[src/rtl/alu_cmd_host.sv]
// ============================================================================
//  Module      : alu_cmd_host
//  Description : Host-side initiator for the UART ALU. Sends a 5-byte command
//                frame, then parses, checks and returns the 8-byte response.
//  Revision    : 1.0 - initial release
// ============================================================================
`default_nettype none
`timescale 1ns/1ps

module alu_cmd_host #(
    parameter int DBITS   = 8,
    parameter int TIMEOUT = 50000
) (
    input  logic               clk,
    input  logic               reset,
    input  logic               cmd_valid,
    output logic               cmd_ready,
    input  logic [DBITS-1:0]   cmd_num1,
    input  logic [DBITS-1:0]   cmd_num2,
    input  logic [2:0]         cmd_sel,
    output logic               tx_start,
    output logic [DBITS-1:0]   tx_data,
    input  logic               tx_done,
    input  logic [DBITS-1:0]   rx_data,
    input  logic               rx_done,
    output logic               rsp_valid,
    output logic [2*DBITS-1:0] rsp_result,
    output logic [1:0]         rsp_error,
    output logic               busy
);

    localparam int c_TMO_W = $clog2(TIMEOUT + 1);

    localparam logic [1:0] c_ST_IDLE = 2'd0;
    localparam logic [1:0] c_ST_SEND = 2'd1;
    localparam logic [1:0] c_ST_WAIT = 2'd2;
    localparam logic [1:0] c_ST_DONE = 2'd3;

    localparam logic [DBITS-1:0] c_CMD_HDR  = DBITS'(8'h0C);
    localparam logic [DBITS-1:0] c_CMD_END  = DBITS'(8'hFF);
    localparam logic [DBITS-1:0] c_RSP_HDR  = DBITS'(8'h20);
    localparam logic [DBITS-1:0] c_RSP_TAIL = DBITS'(8'h0A);
    localparam logic [DBITS-1:0] c_RSP_END  = DBITS'(8'hFF);

    localparam logic [1:0] c_ERR_OK    = 2'd0;
    localparam logic [1:0] c_ERR_FRAME = 2'd1;
    localparam logic [1:0] c_ERR_ECHO  = 2'd2;
    localparam logic [1:0] c_ERR_TMO   = 2'd3;

    logic [1:0]         r_state;
    logic [DBITS-1:0]   r_num1;
    logic [DBITS-1:0]   r_num2;
    logic [2:0]         r_sel;
    logic [2:0]         r_tx_idx;
    logic               r_tx_start;
    logic [DBITS-1:0]   r_tx_data;
    logic [2:0]         r_rx_idx;
    logic [DBITS-1:0]   r_echo1;
    logic [DBITS-1:0]   r_echo2;
    logic [DBITS-1:0]   r_echo3;
    logic [DBITS-1:0]   r_res_hi;
    logic [DBITS-1:0]   r_res_lo;
    logic [DBITS-1:0]   r_tail;
    logic [c_TMO_W-1:0] r_tmo;
    logic               r_rsp_valid;
    logic [2*DBITS-1:0] r_rsp_result;
    logic [1:0]         r_rsp_error;

    logic [DBITS-1:0]   w_sel_byte;
    logic [2:0]         w_next_idx;
    logic [DBITS-1:0]   w_next_byte;
    logic               w_frame_err;
    logic               w_echo_err;
    logic               w_tmo_fire;

    assign w_sel_byte = {{(DBITS-3){1'b0}}, r_sel};
    assign w_next_idx = r_tx_idx + 3'd1;

    always_comb begin
        w_next_byte = c_CMD_END;
        case (w_next_idx)
            3'd1:    w_next_byte = r_num1;
            3'd2:    w_next_byte = r_num2;
            3'd3:    w_next_byte = w_sel_byte;
            default: w_next_byte = c_CMD_END;
        endcase
    end

    // Byte 7 is evaluated as it arrives, so it is compared straight from rx_data.
    assign w_frame_err = (r_tail != c_RSP_TAIL) || (rx_data != c_RSP_END);
    assign w_echo_err  = (r_echo1 != r_num1) || (r_echo2 != r_num2) ||
                         (r_echo3 != w_sel_byte);

    // Fires one cycle early so rsp_valid lands TIMEOUT cycles after the last byte.
    assign w_tmo_fire = (r_tmo == c_TMO_W'(TIMEOUT - 2));

    always_ff @(posedge clk or posedge reset) begin
        if (reset) begin
            r_state      <= c_ST_IDLE;
            r_num1       <= '0;
            r_num2       <= '0;
            r_sel        <= '0;
            r_tx_idx     <= '0;
            r_tx_start   <= 1'b0;
            r_tx_data    <= '0;
            r_rx_idx     <= '0;
            r_echo1      <= '0;
            r_echo2      <= '0;
            r_echo3      <= '0;
            r_res_hi     <= '0;
            r_res_lo     <= '0;
            r_tail       <= '0;
            r_tmo        <= '0;
            r_rsp_valid  <= 1'b0;
            r_rsp_result <= '0;
            r_rsp_error  <= '0;
        end else begin
            r_tx_start  <= 1'b0;
            r_rsp_valid <= 1'b0;
            case (r_state)
                c_ST_IDLE: begin
                    if (cmd_valid) begin
                        r_num1     <= cmd_num1;
                        r_num2     <= cmd_num2;
                        r_sel      <= cmd_sel;
                        r_tx_idx   <= '0;
                        r_tx_start <= 1'b1;
                        r_tx_data  <= c_CMD_HDR;
                        r_state    <= c_ST_SEND;
                    end
                end
                c_ST_SEND: begin
                    if (tx_done) begin
                        if (r_tx_idx == 3'd4) begin
                            r_rx_idx <= '0;
                            r_tmo    <= '0;
                            r_state  <= c_ST_WAIT;
                        end else begin
                            r_tx_idx   <= w_next_idx;
                            r_tx_start <= 1'b1;
                            r_tx_data  <= w_next_byte;
                        end
                    end
                end
                c_ST_WAIT: begin
                    if (rx_done) begin
                        r_tmo <= '0;
                        case (r_rx_idx)
                            3'd0: if (rx_data == c_RSP_HDR) r_rx_idx <= 3'd1;
                            3'd1: begin r_echo1  <= rx_data; r_rx_idx <= 3'd2; end
                            3'd2: begin r_echo2  <= rx_data; r_rx_idx <= 3'd3; end
                            3'd3: begin r_echo3  <= rx_data; r_rx_idx <= 3'd4; end
                            3'd4: begin r_res_hi <= rx_data; r_rx_idx <= 3'd5; end
                            3'd5: begin r_res_lo <= rx_data; r_rx_idx <= 3'd6; end
                            3'd6: begin r_tail   <= rx_data; r_rx_idx <= 3'd7; end
                            default: begin
                                r_rsp_result <= {r_res_hi, r_res_lo};
                                if (w_frame_err)
                                    r_rsp_error <= c_ERR_FRAME;
                                else if (w_echo_err)
                                    r_rsp_error <= c_ERR_ECHO;
                                else
                                    r_rsp_error <= c_ERR_OK;
                                r_rsp_valid <= 1'b1;
                                r_rx_idx    <= '0;
                                r_state     <= c_ST_DONE;
                            end
                        endcase
                    end else if (w_tmo_fire) begin
                        r_rsp_result <= '0;
                        r_rsp_error  <= c_ERR_TMO;
                        r_rsp_valid  <= 1'b1;
                        r_state      <= c_ST_DONE;
                    end else begin
                        r_tmo <= r_tmo + c_TMO_W'(1);
                    end
                end
                c_ST_DONE: r_state <= c_ST_IDLE;
                default:   r_state <= c_ST_IDLE;
            endcase
        end
    end

    assign cmd_ready  = (r_state == c_ST_IDLE);
    assign busy       = ~cmd_ready;
    assign tx_start   = r_tx_start;
    assign tx_data    = r_tx_data;
    assign rsp_valid  = r_rsp_valid;
    assign rsp_result = r_rsp_result;
    assign rsp_error  = r_rsp_error;

endmodule

`default_nettype wire

[config.mk]
export PLATFORM = sky130hd
export DESIGN_NAME = alu_cmd_host
export DESIGN_NICKNAME = d
export VERILOG_FILES = /design/src/rtl/alu_cmd_host.sv
export SDC_FILE = /design/constraint.sdc
export NUM_CORES = 1
export LEC_CHECK = 0
export ABC_AREA = 1
export ABC_CLOCK_PERIOD_IN_PS = 4800
export CORE_UTILIZATION = 50
export DETAILED_ROUTE_END_ITERATION = 6
export GPL_TIMING_DRIVEN = 0
export HOLD_SLACK_MARGIN = 0.15
export PLACE_DENSITY = 0.72
export SKIP_CTS_REPAIR_TIMING = 1
export SLEW_MARGIN = 20
export SYNTH_ARGS = -nofsm -noshare
export SYNTH_HDL_FRONTEND = slang
export SYNTH_SLANG_ARGS = --single-unit
[constraint.sdc]
create_clock -name clk -period 4.8 [get_ports clk]
set_input_delay 0.72 -clock clk [delete_from_list [all_inputs] [get_ports clk]]
set_output_delay 0.72 -clock clk [all_outputs]
set_load 0.01 [all_outputs]
---- Word level (Yosys, flattened, before mapping) ----
Cells that the tools add are included.
operators by class
  add/sub/neg operators ................... 2
  eq/ne operators ......................... 30
  muxes and demuxes ....................... 42
  bitwise gates (word level) .............. 1
  reductions and logical operators ........ 21
operators with widths
  operator                 number
  $mux W16                 7
  $pmux W16 S2             1
  $mux W8                  3
  $pmux W8 S3              1
  $mux W3                  7
  $pmux W3 S7              1
  $reduce_and A3 Y1        7
  $mux W2                  10
  $add A16 B1 Y16 const B  1
  $eq A16 B16 Y1 const B   1
  $ne A8 B8 Y1             2
  $pmux W8 S2              1
  $eq A3 B2 Y1 const B     4
  $eq A3 B3 Y1 const B     4
  $ne A2 B2 Y1 const B     6
  $ne A3 B3 Y1 const B     4
  $pmux W3 S2              2
  $reduce_and A5 Y1        2
  $eq A8 B6 Y1 const B     1
  $ne A8 B3 Y1             1
  $ne A8 B4 Y1 const B     1
  $ne A8 B8 Y1 const B     1
  $pmux W2 S4              1
  $reduce_and A4 Y1        2
  13 further kinds         25
storage, ports and cells
  flip-flop bits (word level) ............. 119
  input bits .............................. 32
  logic and storage cells ................. 114

---- Longest topological paths before layout ----
  depth after elaboration ................. 7
  gate-level depth with buffers ........... 12
  mapped depth without buffers ............ 11

---- Worst setup path after synthesis ----
OpenSTA, ideal clock, no wires.
  path type ............................... register -> register
  start ................................... register r_state[0]
  end ..................................... register r_rx_idx[2]
  arrival time ............................ 1.540 ns
  required time ........................... 4.683 ns
  slack ................................... 3.143 ns
  stages on the path, launching flop included .. 12
  path buffers ............................ 1
  clock period less this slack ............ 1.657 ns
  cells stage by stage .................... dfrtp_1 -> inv_1 -> ha_1 -> buf_6 -> inv_2 -> nor2_1 -> inv_1 -> nand4_1 -> a21oi_1 -> inv_1 -> nand2_1 -> nand2_1
between the ends
  longest elaborated chain between the ends .. 3
  elaborated cells between the ends (all ways) .. 9
  classes of those cells .................. eq/ne: 6; mux: 1; reduce/logical: 2
RTL lines
  what                                                         line  text
  from (decl)                                                  50    logic [1:0] r_state;
  from (signal assigned)                                       99    r_state <= c_ST_IDLE;
  from (signal assigned)                                       129   r_state <= c_ST_SEND;
  from (signal assigned)                                       137   r_state <= c_ST_WAIT;
  $eq A2 B2 Y1 / $eq A2 B1 Y1 (equally long branches)          120   case (r_state)
  $ne A3 B3 Y1 (no source line), or another cell as far along  n/a
  $reduce_and A5 Y1 (no source line)                           n/a
  to (signal assigned)                                         135   r_rx_idx <= '0;
  to (signal assigned)                                         149   3'd0: if (rx_data == c_RSP_HDR) r_rx_idx <= 3'd1;
  to (signal assigned)                                         150   3'd1: begin r_echo1 <= rx_data; r_rx_idx <= 3'd2; end
  to (decl)                                                    57    logic [2:0] r_rx_idx;
Parallel ways exist; a longest one is shown, timed or not.
A chain may end at the register's enable or synchronous reset.

---- Worst setup path after layout ----
  start ................................... register r_state[0]
  end ..................................... output cmd_ready
between the ends
  longest elaborated chain between the ends .. 1
RTL lines
  what              line  text
  $logic_not A2 Y1  184   assign cmd_ready = (r_state == c_ST_IDLE);
  to (decl)         17    output logic cmd_ready,
No other way between the ends.

==> flow_summary.toml <==
[outcome]
run_status = "finished clean"

[placed_design]
hpwlAfterDp_um = 9890
dpl.cell_count = 916
gpl.final_weighted_congestion = 0.864
io_buffer_count = 61

[route]
drc = 0
wl_per_cell_um = 15.0
detail_route.wirelength_um = 14300
first_pass_iters = 5
vias_per_cell = 5.31
dr_total_vias = 5031
top_signal_layer_used = "met4"
drtIter0Drc = 351
met2_length_um = 6950
drt.antenna.violating_nets = 0
met3WireLength_um = 717
routed_length_on_met1_um = 6290

[global_route]
pin_count_of_the_biggest_net_entering_global_routing = 81
first_global_vias = 4893
grt_overflow_total = 0
grt_antenna_before_repair = 0
track_usage_pct = 26.3
global_route_wire_length_before_repair_um = 23900

[synth]
post_synth_instance_area_sq_um = 5760
main_flop_type_after_synthesis = "sky130_fd_sc_hd__dfrtp_1"
syn-mean-instance-area_sq_um = 8.07
synth_seq_cells = 119
syn-instance-count = 714
netlist_cell_types = 37
postSynthNetCount = 756
seq_area_frac_synth_pct = 51.7
synth_edf_count = 0
yosys_warnings = 0
asyncSetResetFlopFracSynth_pct = 100

[cts]
clk_path_buf_depth = 2
worstSkewPairLatency_ns = 0.41
path_clk_slew_ns = 0.06
tritoncts_clock_tree = "built"
clkSinkCount = 119
cts_buffers = 17
cts_max_level = 4
clockRootBuffer = "sky130_fd_sc_hd__clkbuf_16"

[cells_and_area]
flow.area_growth_from_synthesis_pct = 24.9
final_cell_count_no_fill = 948
drive_gt1_share_pct = 8.54
nFillCells = 929
layout.nets = 837
final_core_util_pct = 65.2
num_antenna_cells = 0

[power_and_ir_drop]
vdd.ir_drop.worst_mv = 0.335
cellLeakagePower_nw = 3.47
power.density_nw_per_um2 = 568

[floorplanning]
core.rowCount = 38
die_h_um = 109
boundaryPins = 62
floorplan.initialDensity_pct = 52.2
die_x_um = 109
area_of_the_core_sq_um = 11000
dieArea_sq_um = 12000

[setup_path]
critical_path_peak_fanout = 4
critPathLaunchType = "flip-flop"
worst_ep_required_time_ns = 4.08
path_class = "flip-flop to primary output"
critical_path.endpoint_type = "primary output"
data_arrival_time_of_the_worst_path_ns = 1.75

[sta]
setup_total_negative_slack_ns = 0
final_min_period_over_clock_period_pct = 51.4
slew_viols_final = 0
timing.final.hold_violations = 0
max_slew.worst_pin.slew_ns = 0.587
timing.slew.headroom_pct = 60.7
setup_violations = 0
setup_repair_after_global_routing_missed_its_margin = "false"
post-route-min-period_ns = 2.47
max_clock_freq_mhz = 405
finalClockSkew_ns = 0.0118
hold_slack_ns = 0.467

[worst_hold_path]
hold_path.class = "flip-flop to flip-flop"

[job]
max_cap_viol_count = 0
==> cell usage in the layout, fill, tap and decap left out, types with 10 or more instances in the layout <==
cell type,instances
sky130_fd_sc_hd__inv_1,71
sky130_fd_sc_hd__a21oi_1,26
sky130_fd_sc_hd__xor2_1,10
sky130_fd_sc_hd__nand3_1,28
sky130_fd_sc_hd__clkdlybuf4s50_1,61
sky130_fd_sc_hd__nand4_1,12
sky130_fd_sc_hd__o21ai_1,11
sky130_fd_sc_hd__nand2_1,236
sky130_fd_sc_hd__o21ai_0,54
sky130_fd_sc_hd__dfrtp_1,119
sky130_fd_sc_hd__clkbuf_16,17
sky130_fd_sc_hd__nor2_1,72
sky130_fd_sc_hd__ha_1,10
==> through the flow <==
| stage | cell area (sq um) | total power, mW | worst slack, ns |
|---|---|---|---|
| 6_report | 7200 | 4.09 | 2.33 |
| 2_1_floorplan | 5760 | 2.32 | 0.923 |
| 3_5_place_dp | 6580 | 2.75 | 2.34 |
| 4_1_cts | 7200 | 4.09 | 2.34 |
| 3_3_place_gp | 6550 | 2.70 | -0.772 |
| 5_1_grt | 7200 | 4.36 | 2.27 |
==> critical path, cell delays in order (launching register included) <==
cell                              delay (ns)
sky130_fd_sc_hd__dfrtp_1                0.40
sky130_fd_sc_hd__inv_1                  0.12
sky130_fd_sc_hd__ha_1                   0.25
sky130_fd_sc_hd__clkdlybuf4s50_1        0.56
==> logic make-up (layout without fill, tap and decap cells) <==
| kind of cell | Yosys count | count (layout) | synth area share (%) |
|---|---|---|---|
| AND/OR/NAND/NOR | 373 | 373 | 27.1 |
| AO/OA/AOI/OAI | 105 | 105 | 9.83 |
| flip-flops | 119 | 119 | 51.7 |
| buffers and inverters | 92 | 186 | 6.84 |
| XOR/XNOR | 12 | 12 | 1.82 |
| adder cells (fa/ha/maj) | 10 | 10 | 2.17 |
| multiplexers | 3 | 3 | 0.586 |
==> area by class of cell <==
cell class | instances | area [sq um] | area share [%]
Tap cell | 140 | 175 | 2.43
Buffer | 17 | 113 | 1.56
Clock inverter | 12 | 178 | 2.47
Inverter | 75 | 287 | 3.98
Timing Repair Buffer | 62 | 638 | 8.87
Clock buffer | 20 | 437 | 6.07
Sequential cell | 119 | 2980 | 41.4
Multi-Input combinational cell | 503 | 2390 | 33.2
==> where the power goes <==
group | switching [mW] | leakage, nW | internal [mW]
logic | 0.864 | 1.66 | 0.487
clock network | 0.451 | 0.286 | 0.867
registers | 0.172 | 1.53 | 1.25
==> per-layer routing <==
layer | vias to the layer above | GRT usage [%]
li1 | 2439 | -
met2 | 174 | 42.9
met4 | 0 | 10.4
met5 | - | 0
met3 | 24 | 5.81
met1 | 2394 | 34.2
==> path summary, 6_finish.rpt <==
check,start,to,slack [ns],depth (start not counted)
min reg2reg,rsp_result[10]$_DFFE_PP0P_,rsp_result[10]$_DFFE_PP0P_,0.47,2
max reg2reg,r_state[0]$_DFFE_PP0P_,r_rx_idx[2]$_DFFE_PP0P_,2.72,11
min in group asynchronous,reset,rsp_error[1]$_DFFE_PP0P_,0.69,2
max,r_state[0]$_DFFE_PP0P_,cmd_ready,2.33,3
max in group asynchronous,reset,r_tail[4]$_DFFE_PP0P_,3.38,3
min,rsp_result[10]$_DFFE_PP0P_,rsp_result[10]$_DFFE_PP0P_,0.47,2
==> sequential cells by signal, summed over array words and instances (netlist names) <==
register / flops
rsp_result: 16
r_tx_idx: 3
r_echo2: 8
r_num2: 8
tx_start: 1
r_rx_idx: 3
r_sel: 3
r_num1: 8
rsp_valid: 1
r_tail: 8
r_state: 2
r_res_lo: 8
r_echo1: 8
r_res_hi: 8
rsp_error: 2
tx_data: 8
r_echo3: 8
r_tmo: 16
==> cells in the mapped netlist, types with 2 or more instances <==
cell | n | share of area, %
sky130_fd_sc_hd__nand2_1 | 236 | 15
sky130_fd_sc_hd__dfrtp_1 | 119 | 52
sky130_fd_sc_hd__inv_1 | 72 | 4.7
sky130_fd_sc_hd__nor2_1 | 72 | 4.7
sky130_fd_sc_hd__o21ai_0 | 54 | 4.7
sky130_fd_sc_hd__nand3_1 | 28 | 2.4
sky130_fd_sc_hd__a21oi_1 | 26 | 2.3
sky130_fd_sc_hd__nand4_1 | 12 | 1.3
sky130_fd_sc_hd__o21ai_1 | 11 | 0.96
sky130_fd_sc_hd__ha_1 | 10 | 2.2
sky130_fd_sc_hd__xor2_1 | 10 | 1.5
sky130_fd_sc_hd__nand2_2 | 7 | 0.76
sky130_fd_sc_hd__buf_2 | 6 | 0.52
sky130_fd_sc_hd__buf_6 | 4 | 0.78
sky130_fd_sc_hd__clkbuf_1 | 4 | 0.26
sky130_fd_sc_hd__nor3_1 | 4 | 0.35
sky130_fd_sc_hd__o221ai_1 | 4 | 0.61
sky130_fd_sc_hd__buf_4 | 3 | 0.39
sky130_fd_sc_hd__inv_2 | 3 | 0.20
sky130_fd_sc_hd__mux2_2 | 3 | 0.59
sky130_fd_sc_hd__nor4_1 | 3 | 0.33
sky130_fd_sc_hd__o21bai_1 | 3 | 0.39
sky130_fd_sc_hd__nand3_2 | 2 | 0.35
sky130_fd_sc_hd__nor2_2 | 2 | 0.22
sky130_fd_sc_hd__o22ai_1 | 2 | 0.22
sky130_fd_sc_hd__or2_2 | 2 | 0.22
sky130_fd_sc_hd__xnor2_1 | 2 | 0.30
No activity file was read; power rests on OpenSTA's default activity.
